--- config.mk ---
export PLATFORM = sky130hd
export DESIGN_NAME = mc_ctrl_fsm
export DESIGN_NICKNAME = d
export VERILOG_FILES = /design/src/rtl/mc_ctrl_fsm.sv
export SDC_FILE = /design/constraint.sdc
export NUM_CORES = 1
export LEC_CHECK = 0
export BUFFER_PORTS_ARGS = -buffer_cell sky130_fd_sc_hd__buf_2
export CORE_MARGIN = 4
export CORE_UTILIZATION = 30
export DETAILED_ROUTE_END_ITERATION = 16
export MAX_ROUTING_LAYER = met4
export PLACE_DENSITY = 0.61
export SETUP_SLACK_MARGIN = 0.4
export SLEW_MARGIN = 20
export SYNTH_ARGS = -nofsm -noshare
export SYNTH_HDL_FRONTEND = slang
export SYNTH_SLANG_ARGS = --single-unit
--- constraint.sdc ---
create_clock -name clk -period 3.9 [get_ports clk]
set_input_delay 0.78 -clock clk [delete_from_list [all_inputs] [get_ports clk]]
set_output_delay 0.78 -clock clk [all_outputs]
set_load 0.01 [all_outputs]
--- src/rtl/mc_ctrl_fsm.sv ---
// Main sequencing controller for the multicycle ARM32 datapath.
// One state register. All datapath enables and mux selects are combinational
// from the current state and the decoder/memory inputs. Architectural writes
// are gated by the condition check. A write to R15 is steered to the PC flop.
module mc_ctrl_fsm #(
  parameter int STATE_W = 4
) (
  input  logic               clk,
  input  logic               reset_n,
  input  logic [1:0]         op,
  input  logic [5:0]         funct,
  input  logic               cond_ex,
  input  logic               pcs,
  input  logic               mem_ready,
  output logic               pc_write,
  output logic               ir_write,
  output logic               adr_src,
  output logic               alu_src_a,
  output logic [1:0]         alu_src_b,
  output logic               alu_op,
  output logic [1:0]         result_src,
  output logic               mem_write,
  output logic               reg_write,
  output logic               illegal,
  output logic [STATE_W-1:0] state_o
);

  typedef enum logic [STATE_W-1:0] {
    FETCH  = STATE_W'(0),
    DECODE = STATE_W'(1),
    MEMADR = STATE_W'(2),
    MEMRD  = STATE_W'(3),
    MEMWB  = STATE_W'(4),
    MEMWR  = STATE_W'(5),
    EXECR  = STATE_W'(6),
    EXECI  = STATE_W'(7),
    ALUWB  = STATE_W'(8),
    BRANCH = STATE_W'(9)
  } state_t;

  state_t state_q, state_d;

  // Raw (ungated) strobes produced by the state decode.
  logic next_pc;
  logic branch;
  logic regw;
  logic memw;

  // While reset is held the memory handshake is ignored, so FETCH does not
  // raise ir_write or pc_write before the machine is running.
  logic mem_ready_eff;
  assign mem_ready_eff = mem_ready & reset_n;

  // Only funct[5] (immediate) and funct[0] (load/store) steer the sequence.
  logic unused_funct;
  assign unused_funct = ^funct[4:1];

  // State register; reset returns to FETCH immediately.
  always_ff @(posedge clk or negedge reset_n) begin
    if (!reset_n) begin
      state_q <= FETCH;
    end else begin
      state_q <= state_d;
    end
  end

  // Next-state decode and per-state datapath controls.
  always_comb begin
    state_d    = FETCH;
    next_pc    = 1'b0;
    branch     = 1'b0;
    regw       = 1'b0;
    memw       = 1'b0;
    ir_write   = 1'b0;
    adr_src    = 1'b0;
    alu_src_a  = 1'b0;
    alu_src_b  = 2'b00;
    alu_op     = 1'b0;
    result_src = 2'b00;
    illegal    = 1'b0;

    case (state_q)
      FETCH: begin
        adr_src    = 1'b0;
        alu_src_a  = 1'b1;
        alu_src_b  = 2'b10;
        alu_op     = 1'b0;
        result_src = 2'b10;
        ir_write   = mem_ready_eff;
        next_pc    = mem_ready_eff;
        state_d    = mem_ready ? DECODE : FETCH;
      end
      DECODE: begin
        alu_src_a  = 1'b1;
        alu_src_b  = 2'b10;
        alu_op     = 1'b0;
        result_src = 2'b10;
        case (op)
          2'b00:   state_d = funct[5] ? EXECI : EXECR;
          2'b01:   state_d = MEMADR;
          2'b10:   state_d = BRANCH;
          default: begin
            state_d = FETCH;
            illegal = 1'b1;
          end
        endcase
      end
      MEMADR: begin
        alu_src_a = 1'b0;
        alu_src_b = 2'b01;
        alu_op    = 1'b0;
        state_d   = funct[0] ? MEMRD : MEMWR;
      end
      MEMRD: begin
        adr_src    = 1'b1;
        result_src = 2'b00;
        state_d    = mem_ready ? MEMWB : MEMRD;
      end
      MEMWB: begin
        result_src = 2'b01;
        regw       = 1'b1;
        state_d    = FETCH;
      end
      MEMWR: begin
        // The store strobe stays high through wait cycles until memory accepts.
        adr_src    = 1'b1;
        result_src = 2'b00;
        memw       = 1'b1;
        state_d    = mem_ready ? FETCH : MEMWR;
      end
      EXECR: begin
        alu_src_a = 1'b0;
        alu_src_b = 2'b00;
        alu_op    = 1'b1;
        state_d   = ALUWB;
      end
      EXECI: begin
        alu_src_a = 1'b0;
        alu_src_b = 2'b01;
        alu_op    = 1'b1;
        state_d   = ALUWB;
      end
      ALUWB: begin
        result_src = 2'b00;
        regw       = 1'b1;
        state_d    = FETCH;
      end
      BRANCH: begin
        alu_src_a  = 1'b0;
        alu_src_b  = 2'b01;
        alu_op     = 1'b0;
        result_src = 2'b10;
        branch     = 1'b1;
        state_d    = FETCH;
      end
      default: begin
        state_d = FETCH;
      end
    endcase
  end

  // Condition gating: a failed condition walks the sequence with no writes.
  // A register write aimed at R15 becomes a PC write instead.
  assign reg_write = regw & cond_ex & ~pcs;
  assign mem_write = memw & cond_ex;
  assign pc_write  = next_pc | (branch & cond_ex) | (regw & cond_ex & pcs);
  assign state_o   = state_q;

endmodule

---- Yosys cells after proc, flatten, opt, wreduce, memory -nomap -nowiden ----
Index checks and enable logic that the tools add are counted.
cells by class
  multiplexer cells ....................... 18
  equal/unequal tests ..................... 11
  bitwise operators ....................... 9
  reductions and logical operators ........ 9
operators with widths
  operator              number
  $pmux W4 S6           1
  $eq A4 B3 Y1 const B  4
  $pmux W4 S3           1
  $mux W1               11
  $mux W3               3
  $reduce_or A3 Y1      3
  $eq A4 B2 Y1 const B  2
  $eq A4 B4 Y1 const B  2
  $pmux W2 S2           2
  $reduce_or A2 Y1      4
  $and A1 B1 Y1         6
  $eq A4 B1 Y1 const B  1
  $logic_not A4 Y1      1
  $eq A2 B1 Y1 const B  1
  $eq A2 B2 Y1 const B  1
  $logic_not A2 Y1      1
  $or A1 B1 Y1          2
  $not A1 Y1            1
storage, ports and cells
  register bits ........................... 4
  output and inout port bits .............. 16
  input port bits ......................... 13

---- Depth between registers and ports, before layout ----
Gate-level depths: netlist of run 1.
  depth in word-level cells ............... 6
  gate-level depth with buffers ........... 4

---- Worst setup path after synthesis of run 1 ----
OpenSTA, ideal clock, no wires.
  path kind ............................... input to output
  from .................................... input port cond_ex
  to ...................................... output port reg_write
  stages on the path ...................... 3
  path slack .............................. 1.687 ns
  arrival ................................. 1.433 ns
  cell sequence ........................... inv_1 or4_4 a21oi_2
on the way
  cells in the longest elaborated chain, start to end .. 2
ends and longest elaborated chain
  what                        line  source
  start, declared             12    input logic cond_ex,
  $and A1 B1 Y1 (2 in a row)  164   assign reg_write = regw & cond_ex & ~pcs;
  end, declared               23    output logic reg_write,
No other way between the ends.

---- Worst setup path in the final report of run 1 ----
  from .................................... register state_q[2] (netlist: state_o[2])
  to ...................................... output port pc_write
on the way
  cells in the longest elaborated chain, start to end .. 6
  elaborated cells between the ends (all ways) .. 13
ends and longest elaborated chain
  what                                                 line  source
  start, declared                                      41    state_t state_q, state_d;
  start signal, assigned                               63    state_q <= state_d;
  $eq A4 B4 Y1 / $eq A4 B3 Y1 (equally long branches)  82    case (state_q)
  $reduce_or A2 Y1 (no source line)                    --
  $mux W1                                              82
  $and A1 B1 Y1 (2 in a row)                           166   assign pc_write = next_pc | (branch & cond_ex) | (regw & cond_ex & pcs);
  $or A1 B1 Y1 *                                       166
  end, declared                                        15    output logic pc_write,
Mark *: on every way between the ends. The rest lies on a longest branch, timed or not.

==> qor.csv, run 1 <==
metric,value,unit
status,completed,
Final Skew,2.12,ps
Seq cells post-synth,4,
RSZ-0062 raised after global routing,no,
crit start category,register,
area delta synth->final,35.0,%
worst r2r path cells,3,
Initial Utilization,0.335,
ant diodes,0,
Max Cap Viol,0,
fin crit share,0.617,
Max stage delay on crit path,600,ps
mapped cell area,393,um^2
post-placement cell count,85,
critical path launch point,state_o[2]$_DFF_PN0_,
Syn Area/Cell,7.70,um^2
post-synthesis sequential area ratio,0.255,
Core Rows,12,
GR Overflow Total,0,
Worst-path clk slew,40,ps
Die Y,44.2,um
"Cell Chain, Critical Path",nand2b_1 > o21ai_0 > a41o_1 > buf_2,
post-synthesis cell type count,26,
leakage power,0.278,nW
r2r endpoint,state_o[2]$_DFF_PN0_,
Hold WS,338,ps
Peak VDD IR,394,uV
FILL cells,117,
Slew Limit Headroom,0.712,
GP Congestion,0.744,
initial antenna violation count,0,
io pins,29,
CTS tree,yes,
"most common cell after layout, fill and taps aside",buf_2,
dpl ws,1500,ps
flop-to-flop setup slack,2420,ps
initial detailed-routing violation count,9,
ratio of cells with drive above 1 in the final layout,0.432,
WP depth,4,
routed len/inst,12.4,um
Syn Inst Count,51,
Total Wirelength,1090,um
clk buf depth,2,
critical path class,register to output port,
HP Class,input port to asynchronous set/reset pin,
CTS resizes,0,
syn_nets,64,
area of the multi-input gates,251,um^2
Via density,5.20,
vias in the first global route,401,
CP Data Arrival Time,1630,ps
Yosys warnings,0,
CTS Buf Count,3,
Hold Fails Final Rpt,0,
setup TNS,0,ps
die area,0.00195,mm^2
port buffer count,24,
Die X,44.2,um
minimum clock period,2410,ps
CTS root buf,clkbuf_4,
core area,0.00117,mm^2
Post-layout nets,89,
fin util,0.453,
CP Capture Type,output port,
DRC,0,
DR vias,458,
final antenna-violating net count,0,
CTS Sinks,4,
DP Wirelength,804,um
fin cells,88,
Skew-Pair Late Insertion Delay,240,ps
design area,531,um^2
slew at the pin closest to its max-slew limit,433,ps
Pins Over Slew Limit,0,
placed instance area,508,um^2
max reg flops,4,
Worst Setup EP,pc_write,
"delay-heaviest family, CP",flip-flops,
largest net degree at the start of global routing,15,
H-tree levels,1,
drt pass-1 iters,4,
required time of the critical path,3120,ps
r2r startpoint,state_o[0]$_DFF_PN0_,
FF+latch area,100,um^2
Max Clk Rate,416,MHz
worst-path maximum fanout,14,
worst path bufs/invs,1,
"commonest cells after routing, fill and taps aside","24 x buf_2, 5 x inv_1, 5 x nand2b_1, 5 x nor2_1, 5 x nor3_1",
first-pass GRT wire length,1680,um
GR Util All Layers,0.123,
P per Cell Area,864,mW/mm^2
CP max stage cell,dfrtp_1,
hold buffers post-CTS,0,
setup bufs post-CTS,0,
Pwr Total,0.458,mW
final setup fails,0,
setup ws final,1490,ps
==> power breakdown <==
group / leakage [nW] / total, mW / internal (mW) / switching, mW
Combinational: 0.212 / 0.280 / 0.134 / 0.146
Clock: 0.0138 / 0.0556 / 0.0347 / 0.0209
Sequential: 0.0525 / 0.123 / 0.0599 / 0.0628
==> cells in the mapped netlist <==
cell      count  share of area
a211oi_1      2          0.038
a21oi_1       1          0.013
a21oi_2       1          0.022
a31oi_1       1          0.016
a41o_1        1          0.025
and4_1        1          0.022
and4bb_2      1          0.032
buf_2         3          0.038
buf_4         1          0.019
dfrtp_1       4           0.25
inv_1         5          0.048
nand2_1       1         0.0095
nand2b_1      5          0.080
nor2_1        5          0.048
nor2b_1       1          0.016
nor3_1        5          0.064
nor3b_1       1          0.019
nor4_1        1          0.016
o21a_1        1          0.019
o21ai_0       1          0.013
o22ai_1       3          0.048
o32ai_1       1          0.022
or2_2         1          0.016
or4_4         2          0.057
xnor2_1       1          0.022
xor2_1        1          0.022
==> worst min-delay path by stage <==
stage / start / to / slack [ps] / cells past startpoint
after detailed placement: reset_n / state_o[0]$_DFF_PN0_ / 600 / 1
after global placement: reset_n / state_o[1]$_DFF_PN0_ / 590 / 1
final: reset_n / state_o[1]$_DFF_PN0_ / 340 / 1
after CTS: reset_n / state_o[1]$_DFF_PN0_ / 330 / 1
after global routing: reset_n / state_o[1]$_DFF_PN0_ / 330 / 1
after floorplan: reset_n / state_o[0]$_DFF_PN0_ / 480 / 0
==> logic make-up (layout without fill, tap and decap cells) <==
kind of cell | Yosys count | count (layout) | synth area share
compound gates | 12 | 12 | 0.217
xor+xnor | 2 | 2 | 0.0446
buf+inv | 9 | 32 | 0.105
flops | 4 | 4 | 0.255
simple gates | 24 | 24 | 0.379
==> metal layers <==
layer / global-route usage / share of wire / up-vias
li1: - / - / 234
met1: 0.144 / 0.47 / 197
met2: 0.180 / 0.42 / 24
met3: 0.0407 / 0.087 / 3
met4: 0.0723 / 0.023 / 0
met5: - / 0 / -
==> area by class of cell <==
type / instances / area share
Clock buffer: 3 / 0.0425
Inverter: 5 / 0.0354
Multi-Input combinational cell: 38 / 0.474
Sequential cell: 4 / 0.189
Tap cell: 14 / 0.0330
Timing Repair Buffer: 24 / 0.226
(Power assumes the default switching activity.)
==> inputs of run 2 (changes only) <==
==> constraint.sdc (replaced) <==
create_clock -name clk -period 2.5 [get_ports clk]
set_input_delay 0.5 -clock clk [delete_from_list [all_inputs] [get_ports clk]]
set_output_delay 0.5 -clock clk [all_outputs]
set_load 0.01 [all_outputs]
==> qor.csv, run 2 (same netlist as run 1, synthesis figures left out) <==
metric,value,unit,change
CTS Buf Count,3,,unchanged
Via density,5.03,,-3.3%
WP depth,3,,-1
r2r startpoint,state_o[0]$_DFF_PN0_,,
Pwr Total,0.721,mW,+57%
DP Wirelength,801,um,-0.40%
CTS root buf,clkbuf_4,,
vias in the first global route,392,,-2.2%
critical path class,register to output port,,
Slew Limit Headroom,0.750,,+0.0387
flop-to-flop setup slack,1030,ps,-1390 ps
die area,0.00195,mm^2,unchanged
fin crit share,0.817,,
Net Sw Frac,0.497,,-0.00369
Sw Pwr,0.358,mW,+56%
Die Y,44.2,um,unchanged
clock power share,0.123,,+0.002
Initial Utilization,0.335,,unchanged
DR vias,443,,-3.3%
minimum clock period,2040,ps,
crit start category,register,,
Pins Over Slew Limit,0,,unchanged
placed instance area,508,um^2,unchanged
Total Wirelength,1100,um,+0.46%
setup TNS,0,ps,unchanged
GR Util All Layers,0.123,,+0.000858
Worst Setup EP,reg_write,,
worst-path maximum fanout,13,,-1
DRC,0,,unchanged
critical path launch point,state_o[0]$_DFF_PN0_,,
RSZ-0062 raised after global routing,no,,
largest net degree at the start of global routing,15,,unchanged
GR Overflow Total,0,,unchanged
final setup fails,0,,unchanged
setup ws final,458,ps,-1040 ps
required time of the critical path,2000,ps,-1120 ps
Max Clk Rate,490,MHz,
drt pass-1 iters,3,,-1
r2r endpoint,state_o[2]$_DFF_PN0_,,
"Cell Chain, Critical Path",or4_4 > a21oi_2 > buf_2,,
max reg flops,4,,unchanged
"delay-heaviest family, CP",simple AND/OR/NAND/NOR gates,,
routed len/inst,12.5,um,+0.46%
Peak VDD IR,584,uV,+48%
Die X,44.2,um,unchanged
CP max stage cell,or4_4,,
area delta synth->final,36.0,%,
CTS tree,yes,,
Max Cap Viol,0,,unchanged
hold buffers post-CTS,0,,unchanged
Skew-Pair Late Insertion Delay,250,ps,about the same
CTS Sinks,4,,unchanged
slew at the pin closest to its max-slew limit,375,ps,-58.1 ps
leakage power,0.273,nW,-1.6%
worst r2r path cells,3,,unchanged
port buffer count,24,,unchanged
fin util,0.456,,+0.00321
HP Class,input port to asynchronous set/reset pin,,
Worst-path clk slew,40,ps,about the same
H-tree levels,1,,unchanged
io pins,29,,unchanged
initial detailed-routing violation count,3,,-6
design area,534,um^2,+0.71%
worst path bufs/invs,1,,unchanged
"commonest cells after routing, fill and taps aside","24 x buf_2, 5 x inv_1, 5 x nand2b_1, 5 x nor2_1, 5 x nor3_1",,
Hold WS,56.5,ps,-281 ps
initial antenna violation count,0,,unchanged
final antenna-violating net count,0,,unchanged
clk buf depth,2,,unchanged
internal power,0.362,mW,+58%
setup bufs post-CTS,0,,unchanged
ant diodes,0,,unchanged
Hold Fails Final Rpt,0,,unchanged
status,completed,,
fin cells,88,,unchanged
first-pass GRT wire length,1700,um,+1.2%
CP Data Arrival Time,1540,ps,-90 ps
core area,0.00117,mm^2,unchanged
Final Skew,2.31,ps,+0.198 ps
dpl ws,645,ps,-854 ps
"most common cell after layout, fill and taps aside",buf_2,,
Reg power frac,0.272,,+0.004
post-placement cell count,85,,unchanged
CP Capture Type,output port,,
Max stage delay on crit path,560,ps,-40 ps
GP Congestion,0.744,,unchanged
ratio of cells with drive above 1 in the final layout,0.473,,+0.0405
Post-layout nets,89,,unchanged
FILL cells,119,,+1.7%
P per Cell Area,1350,mW/mm^2,+56%
Core Rows,12,,unchanged
combinational group share of total power,0.605,,-0.006
## run 2: repair_timing
item                       CTS  global route
setup endpoints to repair    1             1
gates resized for setup      2             1
pin swaps                    0             0
## run 2: worst min-delay path by stage
stage,to,slack [ps],cells after the start
CTS,state_o[1]$_DFF_PN0_,50,1
global route,state_o[1]$_DFF_PN0_,50,1
finish,state_o[1]$_DFF_PN0_,60,1
floorplan,state_o[0]$_DFF_PN0_,200,0
detailed placement,state_o[0]$_DFF_PN0_,320,1
global placement,state_o[1]$_DFF_PN0_,310,1
## run 2: cell type report
cell class / count / area [um^2] / area share
repair buffers: 24 / 120 / 0.225
well taps: 14 / 17.5 / 0.0328
inverters: 5 / 18.8 / 0.0351
clock buffers: 3 / 22.5 / 0.0422
flip-flops and latches: 4 / 104 / 0.194
multi-input cells: 38 / 251 / 0.471
## run 2: worst register-to-register path: cells and delay by family (launching register included)
family	cells	cell delay, ps
flops	1	560
simple gates	2	680
compound gates	1	150
## run 2: power groups by stage
stage	Clock, mW	Sequential [mW]	Combinational (mW)
2_1_floorplan	0	0.132	0.352
3_5_place_dp	0	0.194	0.437
5_1_grt	0.0932	0.212	0.484
6_report	0.0890	0.196	0.436
4_1_cts	0.0901	0.195	0.440
3_3_place_gp	0	0.192	0.440
## run 2: routing by layer
metal	global-route usage	wire length, um
met1	0.149	520
met2	0.177	461
met3	0.0407	92
met4	0.0723	25
met5	-	0
==> inputs of run 3 (changes only) <==
--- a/config.mk
+++ b/config.mk
@@ -5,12 +5,13 @@
 export SDC_FILE = /design/constraint.sdc
 export NUM_CORES = 1
 export LEC_CHECK = 0
+export ABC_AREA = 1
 export BUFFER_PORTS_ARGS = -buffer_cell sky130_fd_sc_hd__buf_2
 export CORE_MARGIN = 4
 export CORE_UTILIZATION = 30
 export DETAILED_ROUTE_END_ITERATION = 16
 export MAX_ROUTING_LAYER = met4
-export PLACE_DENSITY = 0.61
+export PLACE_DENSITY = 0.6
 export SETUP_SLACK_MARGIN = 0.4
 export SLEW_MARGIN = 20
 export SYNTH_ARGS = -nofsm -noshare
==> constraint.sdc (replaced) <==
create_clock -name clk -period 1.9 [get_ports clk]
set_input_delay 0.38 -clock clk [delete_from_list [all_inputs] [get_ports clk]]
set_output_delay 0.38 -clock clk [all_outputs]
set_load 0.01 [all_outputs]
==> qor.csv, run 3 <==
metric,value,unit,change
io pins,29,,unchanged
Post-layout nets,122,,+37%
r2r endpoint,state_o[0]$_DFF_PN0_,,
core area,0.00117,mm^2,unchanged
DP Wirelength,986,um,+23%
CP max stage cell,dfrtp_2,,
clk buf depth,2,,unchanged
fin cells,121,,+38%
Syn Area/Cell,5.87,um^2,-24%
Pins Over Slew Limit,0,,unchanged
Die Y,44.5,um,+0.64%
placed instance area,537,um^2,+5.7%
largest net degree at the start of global routing,7,,-8
CP Data Arrival Time,1290,ps,-250 ps
first-pass GRT wire length,1970,um,+16%
design area,727,um^2,+36%
post-synthesis sequential area ratio,0.251,,-0.00399
minimum clock period,1670,ps,
initial antenna violation count,0,,unchanged
ranking of synthesized cells by area,"dfrtp_1 25%, nand3_1 14%, nand2_1 13%",,
r2r startpoint,state_o[1]$_DFF_PN0_,,
CTS root buf,clkbuf_4,,
Max stage delay on crit path,430,ps,-130 ps
Max Cap Viol,0,,unchanged
required time of the critical path,1520,ps,-480 ps
drt pass-1 iters,4,,+1
max reg flops,4,,unchanged
"Cell Chain, Critical Path",nor2_4 > nand2_2 > nor2_2 > nand2_1 > nand3_1 > buf_2,,
mapped cell area,399,um^2,+1.6%
routed len/inst,11.5,um,-7.7%
CTS tree,yes,,
"delay-heaviest family, CP",simple AND/OR/NAND/NOR gates,,
ratio of cells with drive above 1 in the final layout,0.551,,+0.0784
Hold Fails Final Rpt,0,,unchanged
DRC,0,,unchanged
final antenna-violating net count,0,,unchanged
hold endpoint,state_o[1]$_DFF_PN0_,,
Synth Flop Type,dfrtp_1,,
syn_nets,81,,+27%
DR vias,571,,+29%
CTS Sinks,4,,unchanged
Syn Inst Count,68,,+33%
worst path bufs/invs,1,,unchanged
crit start category,register,,
vias in the first global route,484,,+23%
top-count cell post-synth,nand2_1,,
Initial Utilization,0.341,,+0.00534
Yosys warnings,0,,unchanged
hold path start,funct[0],,
status,completed,,
most common library cells after synthesis,"14 x nand2_1, 13 x nor2_1, 11 x nand3_1",,
die area,0.00198,mm^2,+1.3%
ant diodes,0,,unchanged
dominant cell type by area after synthesis,dfrtp_1,,
Final Skew,5.20,ps,+2.88 ps
GR Util All Layers,0.141,,+0.0172
"most common cell after layout, fill and taps aside",buf_2,,
Skew-Pair Late Insertion Delay,240,ps,about the same
post-placement cell count,106,,+25%
Yosys top cell area share,0.251,,-0.00399
area of the multi-input gates,294,um^2,+17%
Total Wirelength,1400,um,+27%
fin crit share,0.879,,
area delta synth->final,82.1,%,
critical path class,register to output port,,
Seq cells post-synth,4,,unchanged
RSZ-0062 raised after global routing,yes,,
GP Congestion,0.784,,+5.3%
CP Capture Type,output port,,
H-tree levels,1,,unchanged
setup TNS,0,ps,unchanged
Post-synth EDFFs,0,,unchanged
GR Overflow Total,0,,unchanged
Die X,44.5,um,+0.64%
"commonest cells after routing, fill and taps aside","23 x buf_2, 12 x nand2_1, 11 x nand3_1, 9 x nor2_1, 9 x buf_4",,
FILL cells,115,,-3.4%
P per Cell Area,1470,mW/mm^2,+8.8%
Slew Limit Headroom,0.872,,+0.122
slew at the pin closest to its max-slew limit,191,ps,-183 ps
Core Rows,12,,unchanged
Peak VDD IR,761,uV,+30%
flop-to-flop setup slack,680,ps,-350 ps
port buffer count,24,,unchanged
worst-path maximum fanout,4,,-9
leakage power,0.409,nW,+50%
CTS Buf Count,3,,unchanged
hold depth,3,,
initial detailed-routing violation count,18,,+15
final setup fails,0,,unchanged
worst r2r path cells,7,,+4
HP Class,input port to register,,
FF+latch area,105,um^2,+1.2%
Worst-path clk slew,40,ps,about the same
Via density,4.72,,-6.3%
fraction of registers with async set or reset after synthesis,1.00,,unchanged
Max Clk Rate,599,MHz,
post-synthesis cell type count,14,,-46%
Pwr Total,1.07,mW,+48%
[run 3: changes by cell type in the layout (fill, tap and decap cells not counted), moves of 4 or more]
cell,before,now
nor2_1,5,9
nand3_1,0,11
nand2b_1,5,0
buf_4,0,9
nor2_4,0,6
nand2_1,1,12
nor3_1,5,0
[run 3: cell families (layout without fill, tap and decap cells)]
| kind of cell | count (synthesis) | after routing | synth area share |
|---|---|---|---|
| AO/OA/AOI/OAI | 5 | 5 | 0.0689 |
| buffers and inverters | 12 | 51 | 0.113 |
| flip-flops | 4 | 4 | 0.251 |
| AND/OR/NAND/NOR | 47 | 47 | 0.567 |
[run 3: area by class of cell]
| class | count | area share |
|---|---|---|
| repair buffers | 36 | 0.324 |
| clock buffers | 3 | 0.0310 |
| inverters | 12 | 0.0723 |
| flip-flops and latches | 4 | 0.145 |
| multi-input cells | 52 | 0.404 |
| well taps | 14 | 0.0241 |
[run 3: worst max path at each step]
stage | start | to | slack, ps | cells after the start
2_1_floorplan | state_o[1]$_DFF_PN0_ | reg_write | 480 | 5
3_3_place_gp | state_o[3]$_DFF_PN0_ | pc_write | 340 | 6
3_5_place_dp | state_o[3]$_DFF_PN0_ | pc_write | 350 | 6
4_1_cts | state_o[3]$_DFF_PN0_ | pc_write | 230 | 6
5_1_grt | state_o[2]$_DFF_PN0_ | pc_write | 160 | 6
6_report | state_o[2]$_DFF_PN0_ | pc_write | 230 | 6
[run 3: worst reg2reg max path: stages, from the launching register on]
cell and delay, ps:
dfrtp_2 440, buf_4 180, nand2_1 100, inv_1 70, nand3_1 90, nand2_1 60, nor2_1 110, nand2_1 60
[run 3: metrics by stage]
stage / utilization / hold slack, ps / setup slack, ps
after detailed placement: 0.458 / 192 / 345
final: 0.621 / 422 / 229
after global placement: 0.458 / 192 / 345
after floorplan: - / 84.4 / 484
after global routing: 0.621 / 430 / 160
after CTS: 0.568 / 428 / 234
[run 3: routing by layer]
metal	track usage	routed length, um	vias up
met5	-	0	-
met1	0.162	601	254
met4	0	0	0
met2	0.229	677	21
li1	-	-	296
met3	0.0732	116	0
[run 3: power by group]
part,internal (mW),switching (mW)
Sequential,0.121,0.0421
Clock,0.0707,0.0357
Combinational,0.365,0.433
[run 3: timing repair]
action / in CTS / in global routing
buffers inserted: 7 / 4
pin swaps: 4 / 8
hold buffers: 1 / 0
setup endpoints to repair: 12 / 12
gates resized for setup: 13 / 10
endpoints found under the hold margin: 4 / 0
